`src/rtl/modport_alu.sv`:
```
// Registered RV32I execute-stage ALU: combinational datapath into one output register.
// Define ALU_MUL_EN to decode alu_cntr 1011 as a signed 32x32 MUL (low word result).
module modport_alu (
    input  logic        clk,
    input  logic        rstn,
    input  logic [3:0]  alu_cntr,
    input  logic [31:0] a,
    input  logic [31:0] b,
    output logic [31:0] alu_result,
    output logic        o_flag,
    output logic        z_flag
);

    localparam logic [3:0] OP_ADD  = 4'b0000;
    localparam logic [3:0] OP_SUB  = 4'b0001;
    localparam logic [3:0] OP_SLL  = 4'b0010;
    localparam logic [3:0] OP_SLT  = 4'b0011;
    localparam logic [3:0] OP_SLTU = 4'b0100;
    localparam logic [3:0] OP_XOR  = 4'b0101;
    localparam logic [3:0] OP_SRL  = 4'b0110;
    localparam logic [3:0] OP_SRA  = 4'b0111;
    localparam logic [3:0] OP_OR   = 4'b1000;
    localparam logic [3:0] OP_AND  = 4'b1001;
    localparam logic [3:0] OP_PASS = 4'b1010;
`ifdef ALU_MUL_EN
    localparam logic [3:0] OP_MUL  = 4'b1011;
`endif

    logic [4:0]  shamt;
    logic [31:0] sum;
    logic [31:0] diff;
    logic        add_ovf;
    logic        sub_ovf;
    logic [31:0] res_d;
    logic        ovf_d;
    logic        zero_d;
    logic [31:0] res_q;
    logic        ovf_q;
    logic        zero_q;

    assign shamt = b[4:0];
    assign sum   = a + b;
    assign diff  = a - b;

    // Signed overflow: operand signs agree (ADD) or differ (SUB) and the result sign flips.
    assign add_ovf = (a[31] == b[31]) && (sum[31] != a[31]);
    assign sub_ovf = (a[31] != b[31]) && (diff[31] != a[31]);

`ifdef ALU_MUL_EN
    logic signed [63:0] prod;
    logic               mul_ovf;

    assign prod    = $signed(a) * $signed(b);
    assign mul_ovf = (prod[63:32] != {32{prod[31]}});
`endif

    always_comb begin
        res_d = '0;
        ovf_d = 1'b0;
        unique case (alu_cntr)
            OP_ADD: begin
                res_d = sum;
                ovf_d = add_ovf;
            end
            OP_SUB: begin
                res_d = diff;
                ovf_d = sub_ovf;
            end
            OP_SLL:  res_d = a << shamt;
            OP_SLT:  res_d = {31'b0, $signed(a) < $signed(b)};
            OP_SLTU: res_d = {31'b0, a < b};
            OP_XOR:  res_d = a ^ b;
            OP_SRL:  res_d = a >> shamt;
            OP_SRA:  res_d = $unsigned($signed(a) >>> shamt);
            OP_OR:   res_d = a | b;
            OP_AND:  res_d = a & b;
            OP_PASS: res_d = b;
`ifdef ALU_MUL_EN
            OP_MUL: begin
                res_d = prod[31:0];
                ovf_d = mul_ovf;
            end
`endif
            default: begin
                res_d = '0;
                ovf_d = 1'b0;
            end
        endcase
    end

    assign zero_d = (res_d == 32'd0);

    always_ff @(posedge clk or posedge rstn) begin
        if (rstn) begin
            res_q  <= '0;
            ovf_q  <= 1'b0;
            zero_q <= 1'b1;
        end else begin
            res_q  <= res_d;
            ovf_q  <= ovf_d;
            zero_q <= zero_d;
        end
    end

    assign alu_result = res_q;
    assign o_flag     = ovf_q;
    assign z_flag     = zero_q;

endmodule

```
`config.mk`:
```
export PLATFORM = sky130hd
export DESIGN_NAME = modport_alu
export DESIGN_NICKNAME = d
export VERILOG_FILES = /design/src/rtl/modport_alu.sv
export SDC_FILE = /design/constraint.sdc
export NUM_CORES = 1
export LEC_CHECK = 0
export CORE_ASPECT_RATIO = 1.4
export CORE_MARGIN = 2
export CORE_UTILIZATION = 30
export DETAILED_ROUTE_END_ITERATION = 10
export PLACE_DENSITY = 0.59
export SLEW_MARGIN = 20
export SYNTH_ARGS = -nofsm -noshare
export SYNTH_HDL_FRONTEND = slang
export SYNTH_SLANG_ARGS = --single-unit
```
`constraint.sdc`:
```
create_clock -name clk -period 0.81 [get_ports clk]
set_input_delay 0.1215 -clock clk [delete_from_list [all_inputs] [get_ports clk]]
set_output_delay 0.1215 -clock clk [all_outputs]
set_load 0.01 [all_outputs]
```
==> impl_results.md, run 1 <==
* Outcome: finished with violations
* Failing checks: negative setup slack
* Synth top area cells: ha_1 11%, mux4_2 8.7%, dfrtp_1 7.4%
* Post-layout instance area at roughly 22,000 um2
* Layout cells sized above 1 at around 57%
* Pwr Density at between 900 and 1000 nW/um2
* Final worst slack at -2.47 ns
* Core area at between 30,000 and 40,000 um2
* Lkg Pwr at between 0.009 and 0.01 uW
* Synthesized net count at 1,702
* Overall power at 19,600 uW
* Area of the multi-input gates at 11,700 um2
* CP Launch Type: input port
* First-pass DRT Iterations at 8
* Die height at between 200 and 250 um
* Slew HR at 34.5%
* Clock sink total at 34
* Asr flop ratio synth at 100%
* TNS Setup at -58.88 ns
* Synth Flop Type: dfrtp_1
* HP Class: in -> async
* Area Overhead vs Synth at 94.6%
* NumNets Final at 2,521
* Clock transition at the registers of the reported paths at approximately 0.05 ns
* Max VDD drop at 1.44 mV
* Clock Path Buffers at 2
* Crit-path max FO at 5
* Most frequent cells after synthesis: 153 x nand2_1, 127 x nor2_1, 115 x a21oi_1
* Synth top area share at approximately 11%
* Number of antenna diodes at 0
* Share of the yosys chip area belonging to registers at 7.66%
* Via density at roughly 6.0
* Die W at about 170 um
* Minimum clock period at approximately 3.3 ns
* Cell area after synthesis at approximately 11,000 um2
* Buffers on Ports at 103
* FF+latch count, synth at 34
* Sequential standard cell area at roughly 850 um2
* First-pass GRT wire length at 106 mm
* Distinct cells, synth at 90
* CP Class: in -> reg
* WHS at approximately 0.22 ns
* Root buffer cell: clkbuf_16
* Die ar. at 38,700 um2
* Row cnt at slightly above 80
* Post-synth EDFFs at 0
* Placer congestion estimate at 1.10
* Antenna violations before repair at 0
* DR iter-0 viols at ~1,800
* H-tree depth at 2
* Total CTS buffers at 5
* Setup WS pre-CTS at -3.51 ns
* Mapped Avg Cell Area at just over 7 um2
* Post-DP Area at roughly 18,000 um2
* Post-synth top area cell: ha_1
* CTS tree: yes
* Synthesis Warnings at 0
* Drt total wl at ~75 mm
* Via count at between 15,000 and 20,000
* GRT overflow at 0
* Number of I/O pins at roughly 100
* Fmax at around 300 MHz
* Vias in the first global route at around 17,000
* Setup Viol. Count Final at a little under 70
* Initial core utilization at 30.3%
* DRC at 0
* Final hold violation count at 0
* WL/cell at about 27 um
* Period utilisation layout at 404%
* RSZ-0062 raised after global routing: true
* DP HPWL at slightly below 60 mm
* Max_cap viols at 0
* Post-DRT Antenna Nets at 0
* CP required at between 1 and 1.5 ns
* Max Slew Vio Count at 0
* Count leader, synth: nand2_1
* CP Capture Type: flip-flop
* Syn Inst Count at ~1,500
* Number of fill cells in the layout at approximately 3,300
* Largest net degree at the start of global routing at 25
* CP arrival at between 3 and 4 ns
* Worst-Margin Slew at 0.975 ns
* Gr usage total at between 30% and 40%
metal layers:
metal  wire (um)  global-route usage (%)  vias up
met5           0                       0        -
met1       28100                    42.6     8220
li1            -                       -     7457
met3        5090                    3.36      319
met4        6990                    25.9        0
met2       34900                    62.2     1018
cell type report:
type                    instances  area share [%]
flip-flops and latches         34            3.94
inverters                     102            1.99
multi-input cells            1273            54.1
well taps                     467            2.70
repair buffers                933            36.6
clock buffers                   8           0.676
state kept, by name, summed over array words and instances (netlist names):
| name | flops |
|---|---|
| o_flag | 1 |
| alu_result | 32 |
| z_flag | 1 |
critical path, stage by stage:
cell       delay [ns]
buf_12           0.08
buf_12           0.13
ha_4             0.15
inv_2            0.04
fa_2             0.37
nor2b_4          0.17
o2111ai_4        0.17
a211oi_4         0.31
buf_4            0.17
o21ai_4          0.07
a31oi_4          0.20
buf_6            0.12
a211oi_2         0.06
a211o_1          0.30
or4_4            0.50
nor4_4           0.25
nand4_1          0.16
nor2_1           0.12
final timing paths:
path / start / end / slack (ns) / cells after the start
worst max-delay path: b[0] / z_flag / -2.47 / 18
worst min-delay path: rstn / alu_result[17] / 0.22 / 3
max in group asynchronous: rstn / z_flag / 0.37 / 3
min in group clk: b[6] / alu_result[6] / 0.53 / 4
repair_timing:
item / CTS / global route
gates cloned: 2 / 3
endpoints found under the setup margin: 68 / 68
buffers inserted: 79 / 84
resized for setup: 611 / 282
pin swaps: 124 / 130
hold buffers: 0 / 0
where the power goes:
group | switching (uW) | internal, uW | total (uW)
registers | 57.4 | 1940 | 2000
clock network | 726 | 1230 | 1950
logic | 8040 | 7590 | 15600
total | 8830 | 10800 | 19600
cells by family after synthesis:
family	synth area share, %
adders and majority gates	11.6
AOI/OAI and AO/OA	31.2
xor gates and xnor gates	1.50
and+or+nand+nor	22.3
muxes	17.6
buffers and inverters	8.10
DFF	7.66
metrics by stage:
stage / instances / util [%]
after global placement: 2670 / 48.6
after floorplan: 1530 / -
after CTS: 2757 / 55.4
after detailed placement: 2670 / 48.6
after global routing: 2817 / 59.0
final: 2817 / 59.0
layout by cell type, fill, tap and decap left out, types with 11 or more instances in the layout:
| cell | count |
|---|---|
| buf_4 | 682 |
| nand2_1 | 135 |
| buf_6 | 119 |
| nor2_1 | 109 |
| a21oi_1 | 74 |
| inv_1 | 65 |
| ha_1 | 63 |
| o21ai_0 | 59 |
| mux2i_1 | 49 |
| nor3_1 | 44 |
| mux4_2 | 43 |
| dfrtp_1 | 33 |
| buf_2 | 33 |
| ha_4 | 31 |
| nand3_1 | 28 |
| inv_2 | 27 |
| a21oi_2 | 27 |
| buf_12 | 26 |
| nand2b_1 | 24 |
| o211ai_1 | 20 |
| a22oi_1 | 20 |
| mux2_2 | 19 |
| o21ai_1 | 18 |
| clkbuf_2 | 18 |
| nand4_1 | 17 |
| dlygate4sd2_1 | 17 |
| xnor2_1 | 16 |
| a21oi_4 | 14 |
| mux2i_2 | 13 |
| o22ai_1 | 13 |
| nor2b_1 | 11 |
| a21o_1 | 11 |
Note: power is estimated with default switching activity, not from simulation.
==> run 2: changes to the inputs <==
- PLACE_DENSITY: 0.59 -> 0.48
- SKIP_CTS_REPAIR_TIMING: default -> 1
==> impl_results.md, run 2 (synthesis results as in run 1) <==
* Core area at 36,700 um2 (unchanged)
* Fmax at 304 MHz (-0.57%)
* Period utilisation layout at 407% (+2.3 points)
* CP Capture Type: flip-flop
* Area Overhead vs Synth at 88.1%
* Antenna violations before repair at 0 (unchanged)
* Row cnt at 83 (unchanged)
* Via count at 16,284 (-4.3%)
* Failing checks: negative setup slack
* Worst-Margin Slew at 0.723 ns (-0.252 ns)
* GRT overflow at 0 (unchanged)
* Clock group share of total power at 11.5% (+1.5 points)
* Slew HR at 51.4% (+17 points)
* Minimum clock period at 3.29 ns (+0.0187 ns)
* Buffers on Ports at 103 (unchanged)
* Post-layout instance area at 20,900 um2 (-3.3%)
* Clock Path Buffers at 2 (unchanged)
* Post-DRT Antenna Nets at 0 (unchanged)
* Placer congestion estimate at 1.04 (-5.3%)
* CTS tree: yes
* Pint at 10,600 uW (-1.6%)
* Clock sink total at 34 (unchanged)
* Vias in the first global route at 15,759 (-5.7%)
* Max FFs per register at 32 (unchanged)
* Layout cells sized above 1 at 53.4% (-3.4 points)
* Outcome: finished with violations
* Die W at 167 um (unchanged)
* CP Launch Type: input port
* Root buffer cell: clkbuf_16
* Max Slew Vio Count at 0 (unchanged)
* Number of I/O pins at 104 (unchanged)
* Lkg Pwr at 0.00969 uW (-0.52%)
* TNS Setup at -58.76 ns (+0.121 ns)
* Crit-path max FO at 7 (+2)
* CP required at 1.05 ns (about the same)
* NumNets Final at 2,508 (-0.52%)
* DRC at 0 (unchanged)
* Number of antenna diodes at 0 (unchanged)
* Sequential power share at 10.6% (+0.4 points)
* Die height at 232 um (unchanged)
* HP Class: in -> async
* Setup Viol. Count Final at 68 (unchanged)
* Initial core utilization at 30.3% (unchanged)
* CP arrival at 3.53 ns (+0.03 ns)
* Final hold violation count at 0 (unchanged)
* Max_cap viols at 0 (unchanged)
* First-pass DRT Iterations at 7 (-1)
* CP Class: in -> reg
* First-pass GRT wire length at 104 mm (-1.4%)
* RSZ-0062 raised after global routing: true
* Psw at 8430 uW (-4.5%)
* Leading cell type in the layout, fill and taps excluded: buf_4
* Via density at 5.81 (-3.8%)
* Clock transition at the registers of the reported paths at 0.06 ns (about the same)
* Gr usage total at 36.5% (+0.17 points)
* DR iter-0 viols at 1,233 (-31%)
* Largest net degree at the start of global routing at 31 (+24%)
* Post-DP Area at 18,100 um2 (+1.8%)
* Max VDD drop at 2.29 mV (+58%)
* H-tree depth at 2 (unchanged)
* Total CTS buffers at 5 (unchanged)
* Most frequent cells in the layout: 727 x buf_4, 143 x nand2_1, 111 x nor2_1
* Final worst slack at -2.48 ns (-0.0187 ns)
* Switching portion of total power at 44.3% (-0.74 points)
* Pwr Density at 909 nW/um2 (+0.46%)
* Drt total wl at 75.3 mm (+0.30%)
* WL/cell at 26.8 um (+0.77%)
* Die ar. at 38,700 um2 (unchanged)
* Logic pwr share at 77.9% (-1.9 points)
* DP HPWL at 62.6 mm (+5.8%)
==> run 2: worst max-delay path by stage <==
stage	from	endpoint	slack (ns)
global route	b[15]	z_flag	-2.59
global placement	a[0]	z_flag	-3.57
finish	b[0]	z_flag	-2.48
floorplan	b[3]	z_flag	-2.45
detailed placement	a[0]	z_flag	-3.54
CTS	a[0]	z_flag	-3.24
==> run 2: worst max-delay path: stages <==
cell and delay (ns):
buf_16 0.14, mux4_2 0.56, a2bb2oi_4 0.19, nand2_2 0.08, a21o_1 0.21, a32o_2 0.33, or4_1 0.41, a2111o_1 0.42
or4_4 0.55, nor4_4 0.22, nand4_1 0.17, nor2_4 0.13
==> run 2: cell type report <==
cell class	count	area, um2
sequential	34	852
clock buffer	7	133
multi-input combinational	1273	11200
clock inverter	1	30.0
tap	467	584
inverter	102	438
timing repair buffer	920	7650
fill	3505	15700
==> run 2: routing by layer <==
metal / GRT usage [%] / up-vias / share of wire, %
met5: 0 / - / 0
met4: 18.3 / 0 / 6.8
met3: 2.71 / 206 / 5.4
met2: 65.4 / 661 / 49
met1: 43.9 / 7989 / 39
li1: - / 7428 / -
==> run 2: per-stage QoR <==
stage / util, % / power (uW) / hold WS, ns / instances / setup WS (ns)
4_1_cts: 50.0 / 17100 / 0.309 / 2721 / -3.24
3_5_place_dp: 49.5 / 14800 / 0.627 / 2713 / -3.54
2_1_floorplan: - / 7500 / 0.0620 / 1530 / -2.45
5_1_grt: 57.1 / 19900 / 0.335 / 2804 / -2.59
3_3_place_gp: 49.5 / 14700 / 0.614 / 2713 / -3.57
6_report: 57.1 / 19000 / 0.286 / 2804 / -2.48
==> run 2: power by group through the flow <==
stage / registers, uW / clock network [uW] / logic [uW]
after global routing: 2030 / 2270 / 15600
after floorplan: 2170 / 0 / 5340
after detailed placement: 2040 / 0 / 12700
after CTS: 2020 / 2250 / 12800
after global placement: 2040 / 0 / 12700
final: 2010 / 2190 / 14800
